==> src/rtl/udt_tx_session_ctrl.sv <==
// -----------------------------------------------------------------------------
// udt_tx_session_ctrl
// Transmit-path socket state owner for a UDT session. Walks
// CLOSED -> CONNECTING -> CONNECTED -> DRAINING -> CLOSED on user commands,
// handshake completion, peer close and handshake timeout. Produces the AXIS
// transmit enable; a close never cuts a packet short, the in-flight packet is
// drained through its tlast before the socket reports CLOSED.
//
// Optional build macro: UDT_TX_PKT_CNT_EN enables the completed-packet counter
// on pkt_cnt_o. Without it pkt_cnt_o is tied to zero.
//
// Ports:
//   core_clk, core_rst      clock, asynchronous active-high reset
//   cmd_connect_i           user connect pulse
//   cmd_close_i             user close pulse
//   hs_done_i               handshake complete from the protocol engine
//   peer_close_i            peer shutdown received
//   tx_axis_tvalid_i/tready_i/tlast_i   observed transmit AXIS handshake
//   tx_ready_o              transmit enable (ANDed with link tready downstream)
//   udt_state_o             registered socket state code
//   state_valid_o           1-cycle pulse on each new udt_state_o value
//   in_pkt_o                packet started, tlast not yet accepted
//   timeout_o               1-cycle pulse when the handshake times out
//   pkt_cnt_o               completed-packet count (optional)
// -----------------------------------------------------------------------------
module udt_tx_session_ctrl #(
    parameter logic [31:0] CONNECT        = 32'h0000_0001,
    parameter logic [31:0] CLOSE          = 32'h0000_0002,
    parameter logic [31:0] CONNECTING     = 32'h0000_0004,
    parameter logic [31:0] CLOSING        = 32'h0000_0008,
    parameter int          TIMEOUT_CYCLES = 1000,
    parameter int          CNT_W          = 16
) (
    input  logic        core_clk,
    input  logic        core_rst,
    input  logic        cmd_connect_i,
    input  logic        cmd_close_i,
    input  logic        hs_done_i,
    input  logic        peer_close_i,
    input  logic        tx_axis_tvalid_i,
    input  logic        tx_axis_tready_i,
    input  logic        tx_axis_tlast_i,
    output logic        tx_ready_o,
    output logic [31:0] udt_state_o,
    output logic        state_valid_o,
    output logic        in_pkt_o,
    output logic        timeout_o,
    output logic [15:0] pkt_cnt_o
);

    typedef enum logic [1:0] {
        S_CLOSED,
        S_CONNECTING,
        S_CONNECTED,
        S_DRAINING
    } state_e;

    localparam logic [CNT_W-1:0] CNT_LAST = CNT_W'(TIMEOUT_CYCLES - 1);

    state_e           state_q, state_d;
    logic [CNT_W-1:0] cnt_q, cnt_d;
    logic             in_pkt_q, in_pkt_d;
    logic             state_valid_q, state_valid_d;
    logic             timeout_q, timeout_d;
    logic [31:0]      udt_state_q, udt_state_d;

    logic beat_acc;
    logic close_req;

    function automatic logic [31:0] state_code(input state_e s);
        case (s)
            S_CONNECTING: state_code = CONNECTING;
            S_CONNECTED:  state_code = CONNECT;
            S_DRAINING:   state_code = CLOSING;
            default:      state_code = CLOSE;
        endcase
    endfunction

    assign beat_acc  = tx_axis_tvalid_i & tx_axis_tready_i;
    assign close_req = cmd_close_i | peer_close_i;

    always_comb begin
        state_d   = state_q;
        cnt_d     = cnt_q;
        timeout_d = 1'b0;
        in_pkt_d  = in_pkt_q;

        // Packet tracking runs in every state.
        if (beat_acc) begin
            in_pkt_d = ~tx_axis_tlast_i;
        end

        case (state_q)
            S_CLOSED: begin
                // A simultaneous close cancels the connect.
                if (cmd_connect_i && !close_req) begin
                    state_d = S_CONNECTING;
                    cnt_d   = '0;
                end
            end
            S_CONNECTING: begin
                cnt_d = cnt_q + 1'b1;
                if (close_req) begin
                    state_d = S_CLOSED;
                end else if (hs_done_i) begin
                    state_d = S_CONNECTED;
                end else if (cnt_q == CNT_LAST) begin
                    state_d   = S_CLOSED;
                    timeout_d = 1'b1;
                end
            end
            S_CONNECTED: begin
                if (close_req) begin
                    state_d = S_DRAINING;
                end
            end
            S_DRAINING: begin
                // Leave once no packet is open, or right after its tlast beat.
                if (!in_pkt_q || (beat_acc && tx_axis_tlast_i)) begin
                    state_d = S_CLOSED;
                end
            end
            default: state_d = S_CLOSED;
        endcase

        udt_state_d   = state_code(state_d);
        state_valid_d = (state_d != state_q);
    end

    always_ff @(posedge core_clk or posedge core_rst) begin
        if (core_rst) begin
            state_q       <= S_CLOSED;
            cnt_q         <= '0;
            in_pkt_q      <= 1'b0;
            state_valid_q <= 1'b0;
            timeout_q     <= 1'b0;
            udt_state_q   <= CLOSE;
        end else begin
            state_q       <= state_d;
            cnt_q         <= cnt_d;
            in_pkt_q      <= in_pkt_d;
            state_valid_q <= state_valid_d;
            timeout_q     <= timeout_d;
            udt_state_q   <= udt_state_d;
        end
    end

    // Pure decode of flops: no input reaches tx_ready_o combinationally.
    assign tx_ready_o    = (state_q == S_CONNECTED) | ((state_q == S_DRAINING) & in_pkt_q);
    assign udt_state_o   = udt_state_q;
    assign state_valid_o = state_valid_q;
    assign in_pkt_o      = in_pkt_q;
    assign timeout_o     = timeout_q;

`ifdef UDT_TX_PKT_CNT_EN
    logic [15:0] pkt_cnt_q, pkt_cnt_d;

    always_comb begin
        pkt_cnt_d = pkt_cnt_q;
        if (beat_acc && tx_axis_tlast_i) begin
            pkt_cnt_d = pkt_cnt_q + 16'd1;
        end
    end

    always_ff @(posedge core_clk or posedge core_rst) begin
        if (core_rst) begin
            pkt_cnt_q <= '0;
        end else begin
            pkt_cnt_q <= pkt_cnt_d;
        end
    end

    assign pkt_cnt_o = pkt_cnt_q;
`else
    assign pkt_cnt_o = 16'd0;
`endif

endmodule

==> config.mk <==
export PLATFORM = sky130hd
export DESIGN_NAME = udt_tx_session_ctrl
export DESIGN_NICKNAME = d
export VERILOG_FILES = /design/src/rtl/udt_tx_session_ctrl.sv
export SDC_FILE = /design/constraint.sdc
export NUM_CORES = 1
export LEC_CHECK = 0
export CAP_MARGIN = 20
export CORE_MARGIN = 2
export CORE_UTILIZATION = 40
export CTS_CLUSTER_DIAMETER = 60
export DETAILED_ROUTE_END_ITERATION = 10
export PLACE_DENSITY_LB_ADDON = 0.25
export SETUP_SLACK_MARGIN = 0.1
export SLEW_MARGIN = 20
export SYNTH_ARGS = -nofsm -noshare
export SYNTH_HDL_FRONTEND = slang
export SYNTH_SLANG_ARGS = --single-unit
==> constraint.sdc <==
create_clock -name core_clk -period 2.5 [get_ports core_clk]
set_clock_uncertainty 0.15 [all_clocks]
set_input_delay 0.375 -clock core_clk [delete_from_list [all_inputs] [get_ports core_clk]]
set_output_delay 0.375 -clock core_clk [all_outputs]
set_load 0.005 [all_outputs]
==> metrics.csv, run 1 <==
metric;value;unit
synthesis warning total;0;
crit end category;flop;
final cell count without fillers;254;
Max IR drop VDD;290;uV
Fin Setup TNS;0;ns
Tcrit/Tclk final;81.2;%
share of layout cells above drive strength 1;7.84;%
gr ovfl total;0;
Post-CTS Setup Inserts;0;
# diodes;0;
ys async rst share;100;%
most frequent cells in the layout;conb_1, dfrtp_1, o21ai_0;
max_cap viols;0;
HP Class;in2async;
Netlist cell types;45;
final setup vio count;0;
Top-Level Pins;61;
total power;1.37;mW
final WL;3.10;mm
die area;0.00480;sq mm
1st-pass router iterations;4;
vias in the first global route;1110;
LEAKAGE;0.815;nW
crit path time final;2.03;ns
HPWL after DPL;2.19;mm
Main synth FF type;dfrtp_1;
FP Rows;23;
Core Area;0.00406;sq mm
Worst EP arrival;2.09;ns
total CTS buffers;3;
Critical Path RT;2.56;ns
area grow syn2layout;3.01;%
# clock sinks;25;
CTS clk-pin slew, worst paths;0.09;ns
Post-CTS Resized;0;
starting density of the core;42.0;%
DR DRC count;0;
Clock Latency Late Sink;0.26;ns
Post-synth EDFFs;0;
Final nets;215;
pin count of the biggest net entering global routing;26;
unrepaired setup endpoints after global routing;no;
Routed WL per cell;12.2;microns
CTS root buffer;clkbuf_8;
first-pass GRT wire length;5.33;mm
GRT Overall Usage;13.3;%
die span in x;69.3;microns
hold_buf cts;0;
Worst setup SP type;flop;
via count;1232;
drt via density;4.85;
Final Hold Slack;0.305;ns
Final Max Tran Viols;0;
CTS tree;yes;
mean area per synthesized cell;8.98;sq um
WS Path Type;reg2reg;
CTS max path bufs;2;
chip height;69.3;microns
power density over the cells;782;mW/mm^2
status;finished clean;
initial antenna violation count;0;
GPL Wtd Cong;0.790;
most common cell after layout, fill and taps aside;conb_1;
Hold Fails Final Rpt;0;
Mapped Cells;190;
port buffer count;16;
Iteration-0 DRC Markers;41;
CP max FO;6;
Clock H-tree levels;1;
Cells after DPL;250;
DRT antenna net count;0;
max frequency;0.492;GHz
sequential area share after synthesis;36.8;%
register bit count reported by yosys;25;
Synth Cell Area;0.00171;sq mm
-- registers in the layout (all words and copies together) (netlist names) --
register,count
cnt_q,16
in_pkt_o,1
timeout_o,1
udt_state_o,4
state_valid_o,1
state_q,2
-- routing by layer --
| layer | track usage [%] | routed length (microns) | vias to the layer above |
|---|---|---|---|
| met4 | 3.27 | 33 | 0 |
| met5 | 0 | 0 | - |
| met2 | 20.9 | 1440 | 46 |
| met1 | 18.7 | 1460 | 571 |
| met3 | 2.62 | 170 | 2 |
| li1 | - | - | 613 |
-- worst paths after layout --
path                                  end  startpoint  slack (ns)  depth (start not counted)
max                             cnt_q[14]    cnt_q[1]        0.47                          5
min                             cnt_q[12]    core_rst        0.30                          3
max reg2reg                     cnt_q[14]    cnt_q[1]        0.47                          5
min reg2reg                      cnt_q[8]    cnt_q[8]        0.37                          1
max in group asynchronous  udt_state_o[1]    core_rst        1.61                          3
min in group core_clk            cnt_q[8]    cnt_q[8]        0.37                          1
-- critical path, cell delays in order (launching register included) --
cell	delay, ns
dfrtp_1	0.46
ha_1	0.29
and4_1	0.37
nand2_1	0.14
or4_1	0.49
nand3_1	0.08
-- through the flow --
stage	worst slack [ns]	utilization, %	cell area [sq um]
5_1_grt	0.370	43.3	1760
3_3_place_gp	0.453	42.2	1710
4_1_cts	0.474	43.3	1760
3_5_place_dp	0.430	42.2	1710
6_report	0.469	43.3	1760
2_1_floorplan	0.753	-	1870
-- synthesized netlist by cell type, drive strengths merged, types with 2 or more instances --
cell,n,area (sq um)
inv,5,18.8
a31o,2,17.5
nand4,6,37.5
and4,5,46.3
xor2,2,17.5
a21oi,5,25.0
nand3,9,57.6
or4,2,15.0
nand2,17,63.8
o211ai,3,22.5
o21a,2,15.0
and3,4,25.0
a41oi,2,17.5
o21ai,18,90.1
buf,48,365
nor2,6,22.5
nor4,2,12.5
dfrtp,24,601
clkbuf,4,36.3
a31oi,3,18.8
nor2b,3,18.8
-- where the power goes --
| part | total (mW) | internal (mW) | switching, mW |
|---|---|---|---|
| clock | 0.240 | 0.111 | 0.129 |
| sequential | 0.637 | 0.511 | 0.126 |
| combinational | 0.497 | 0.234 | 0.263 |
| total | 1.37 | 0.857 | 0.518 |
-- logic make-up (layout without fill, tap and decap cells) --
| family | Yosys count | in the layout | synth area share, % |
|---|---|---|---|
| AND/OR/NAND/NOR | 62 | 62 | 21.0 |
| XOR/XNOR | 2 | 2 | 1.03 |
| flip-flops | 25 | 25 | 36.8 |
| multiplexers | 1 | 1 | 0.660 |
| other | 1 | 44 | 0.220 |
| adder cells (fa/ha/maj) | 1 | 1 | 0.734 |
| buffers and inverters | 57 | 28 | 24.7 |
| AO/OA/AOI/OAI | 41 | 41 | 15.0 |
-- final cells by class --
cell class / count / area [sq um]
tap: 50 / 62.6
clock inverter: 1 / 5.00
inverter: 5 / 18.8
timing repair buffer: 19 / 183
sequential: 25 / 627
clock buffer: 3 / 41.3
multi-input combinational: 151 / 820
fill: 413 / 2300
(Power assumes the default switching activity.)
==> run 2, diff against run 1 <==
==> constraint.sdc (replaced) <==
create_clock -name core_clk -period 2.1 [get_ports core_clk]
set_clock_uncertainty 0.15 [all_clocks]
set_input_delay 0.315 -clock core_clk [delete_from_list [all_inputs] [get_ports core_clk]]
set_output_delay 0.315 -clock core_clk [all_outputs]
set_load 0.005 [all_outputs]
==> metrics.csv, run 2 (synthesized netlist as in run 1, its figures left out) <==
metric;value;unit
Flop pwr share;45.3;%
CP max FO;9;
# diodes;0;
final setup vio count;0;
Max IR drop VDD;353;uV
Clock H-tree levels;1;
drt via density;4.93;
max frequency;0.522;GHz
first-pass GRT wire length;5.09;mm
status;finished clean;
GR Layer Usage met1;18.1;%
die area;0.00480;sq mm
share of layout cells above drive strength 1;11.1;%
crit end category;output pin;
Core Area;0.00406;sq mm
fin util;44.0;%
initial antenna violation count;0;
Pint;1.04;mW
via count;1267;
CTS root buffer;clkbuf_8;
unrepaired setup endpoints after global routing;no;
dpl ws;0.136;ns
DRT antenna net count;0;
Tcrit/Tclk final;91.2;%
R2R setup slack;0.23;ns
gr ovfl total;0;
Gate power share;37.1;%
CTS max path bufs;2;
most common cell after layout, fill and taps aside;conb_1;
gr busiest metal;met2;
crit path from;state_q[1];
Final WS setup;0.185;ns
Reg2Reg Depth;5;
HP Class;in2async;
FP Rows;23;
hold_buf cts;0;
CTS clk-pin slew, worst paths;0.09;ns
Sw Share;37.4;%
Top-Level Pins;61;
starting density of the core;42.0;%
WS Path Type;reg2out;
Final Max Tran Viols;0;
Iteration-0 DRC Markers;45;
GRT Overall Usage;12.9;%
# clock sinks;25;
pin count of the biggest net entering global routing;20;
HPWL after DPL;2.18;mm
GR Util met2;18.8;%
Fin Setup TNS;0;ns
Most flops, register;cnt_q;
max_cap viols;0;
CTS tree;yes;
Routed WL per cell;11.9;microns
RR Startpoint;cnt_q[1];
Final nets;218;
P_sw;0.621;mW
Critical Path RT;1.63;ns
most frequent cells in the layout;conb_1, dfrtp_1, o21ai_0;
end of the worst register-to-register path;cnt_q[14];
Clock Latency Late Sink;0.27;ns
power density over the cells;930;mW/mm^2
LEAKAGE;0.827;nW
met3 Usage GRT;2.18;%
area grow syn2layout;4.62;%
Clk network pwr share;17.6;%
final WL;3.05;mm
max FFs per register;16;
DR DRC count;0;
1st-pass router iterations;4;
port buffer count;16;
die span in x;69.3;microns
GPL Wtd Cong;0.859;
FILL cells;404;
Hold Fails Final Rpt;0;
vias in the first global route;1079;
Worst setup SP type;flop;
chip height;69.3;microns
total CTS buffers;3;
crit path time final;1.91;ns
Final Hold Slack;0.105;ns
Worst EP arrival;1.45;ns
run 2: cell type report:
| type | count | area [sq um] | area share, % |
|---|---|---|---|
| Clock buffer | 3 | 41.3 | 2.31 |
| Clock inverter | 1 | 5.00 | 0.281 |
| Inverter | 5 | 18.8 | 1.05 |
| Multi-Input combinational cell | 151 | 823 | 46.1 |
| Sequential cell | 25 | 628 | 35.2 |
| Tap cell | 50 | 62.6 | 3.51 |
| Timing Repair Buffer | 22 | 205 | 11.5 |
run 2: critical path, stage by stage, from the launching register on:
cell and delay (ns):
dfrtp_1 0.51, o21a_1 0.17, clkdlybuf4s50_1 0.49
run 2: power groups by stage:
stage / Sequential [mW] / Clock, mW / Combinational [mW]
floorplan: 0.714 / 0 / 0.502
global placement: 0.755 / 0 / 0.610
detailed placement: 0.754 / 0 / 0.615
CTS: 0.746 / 0.304 / 0.617
global route: 0.771 / 0.330 / 0.693
finish: 0.751 / 0.292 / 0.616
run 2: through the flow:
| step | instance area (sq um) | power, mW | instances |
|---|---|---|---|
| floorplan | 1870 | 1.22 | 233 |
| global placement | 1730 | 1.37 | 253 |
| detailed placement | 1730 | 1.37 | 253 |
| CTS | 1780 | 1.67 | 257 |
| global route | 1780 | 1.79 | 257 |
| finish | 1780 | 1.66 | 257 |
run 2: timing repair:
action,CTS,global route
gates resized for setup,0,4
endpoints found under the setup margin,0,3
setup buffers,0,0
endpoints found under the hold margin,0,0
run 2: worst max path at each step:
stage	end	slack [ns]	cells past startpoint
6_report	tx_ready_o	0.19	2
5_1_grt	tx_ready_o	0.12	3
4_1_cts	tx_ready_o	0.12	3
3_5_place_dp	udt_state_o[2]	0.14	5
3_3_place_gp	udt_state_o[2]	0.19	5
2_1_floorplan	cnt_q[12]	0.35	6
run 2: metal layers:
layer	routed length [microns]	share of wire, %
met1	1450	48
met2	1380	45
met3	154	5.1
met4	65	2.1
met5	0	0
==> run 3, diff against run 2 <==
--- a/config.mk
+++ b/config.mk
@@ -12,6 +12,7 @@
 export DETAILED_ROUTE_END_ITERATION = 10
 export PLACE_DENSITY_LB_ADDON = 0.25
 export SETUP_SLACK_MARGIN = 0.1
+export SKIP_CTS_REPAIR_TIMING = 1
 export SLEW_MARGIN = 20
 export SYNTH_ARGS = -nofsm -noshare
 export SYNTH_HDL_FRONTEND = slang
==> results of run 3 <==
No change in the layout: final DEF, timing and power equal those of run 2.
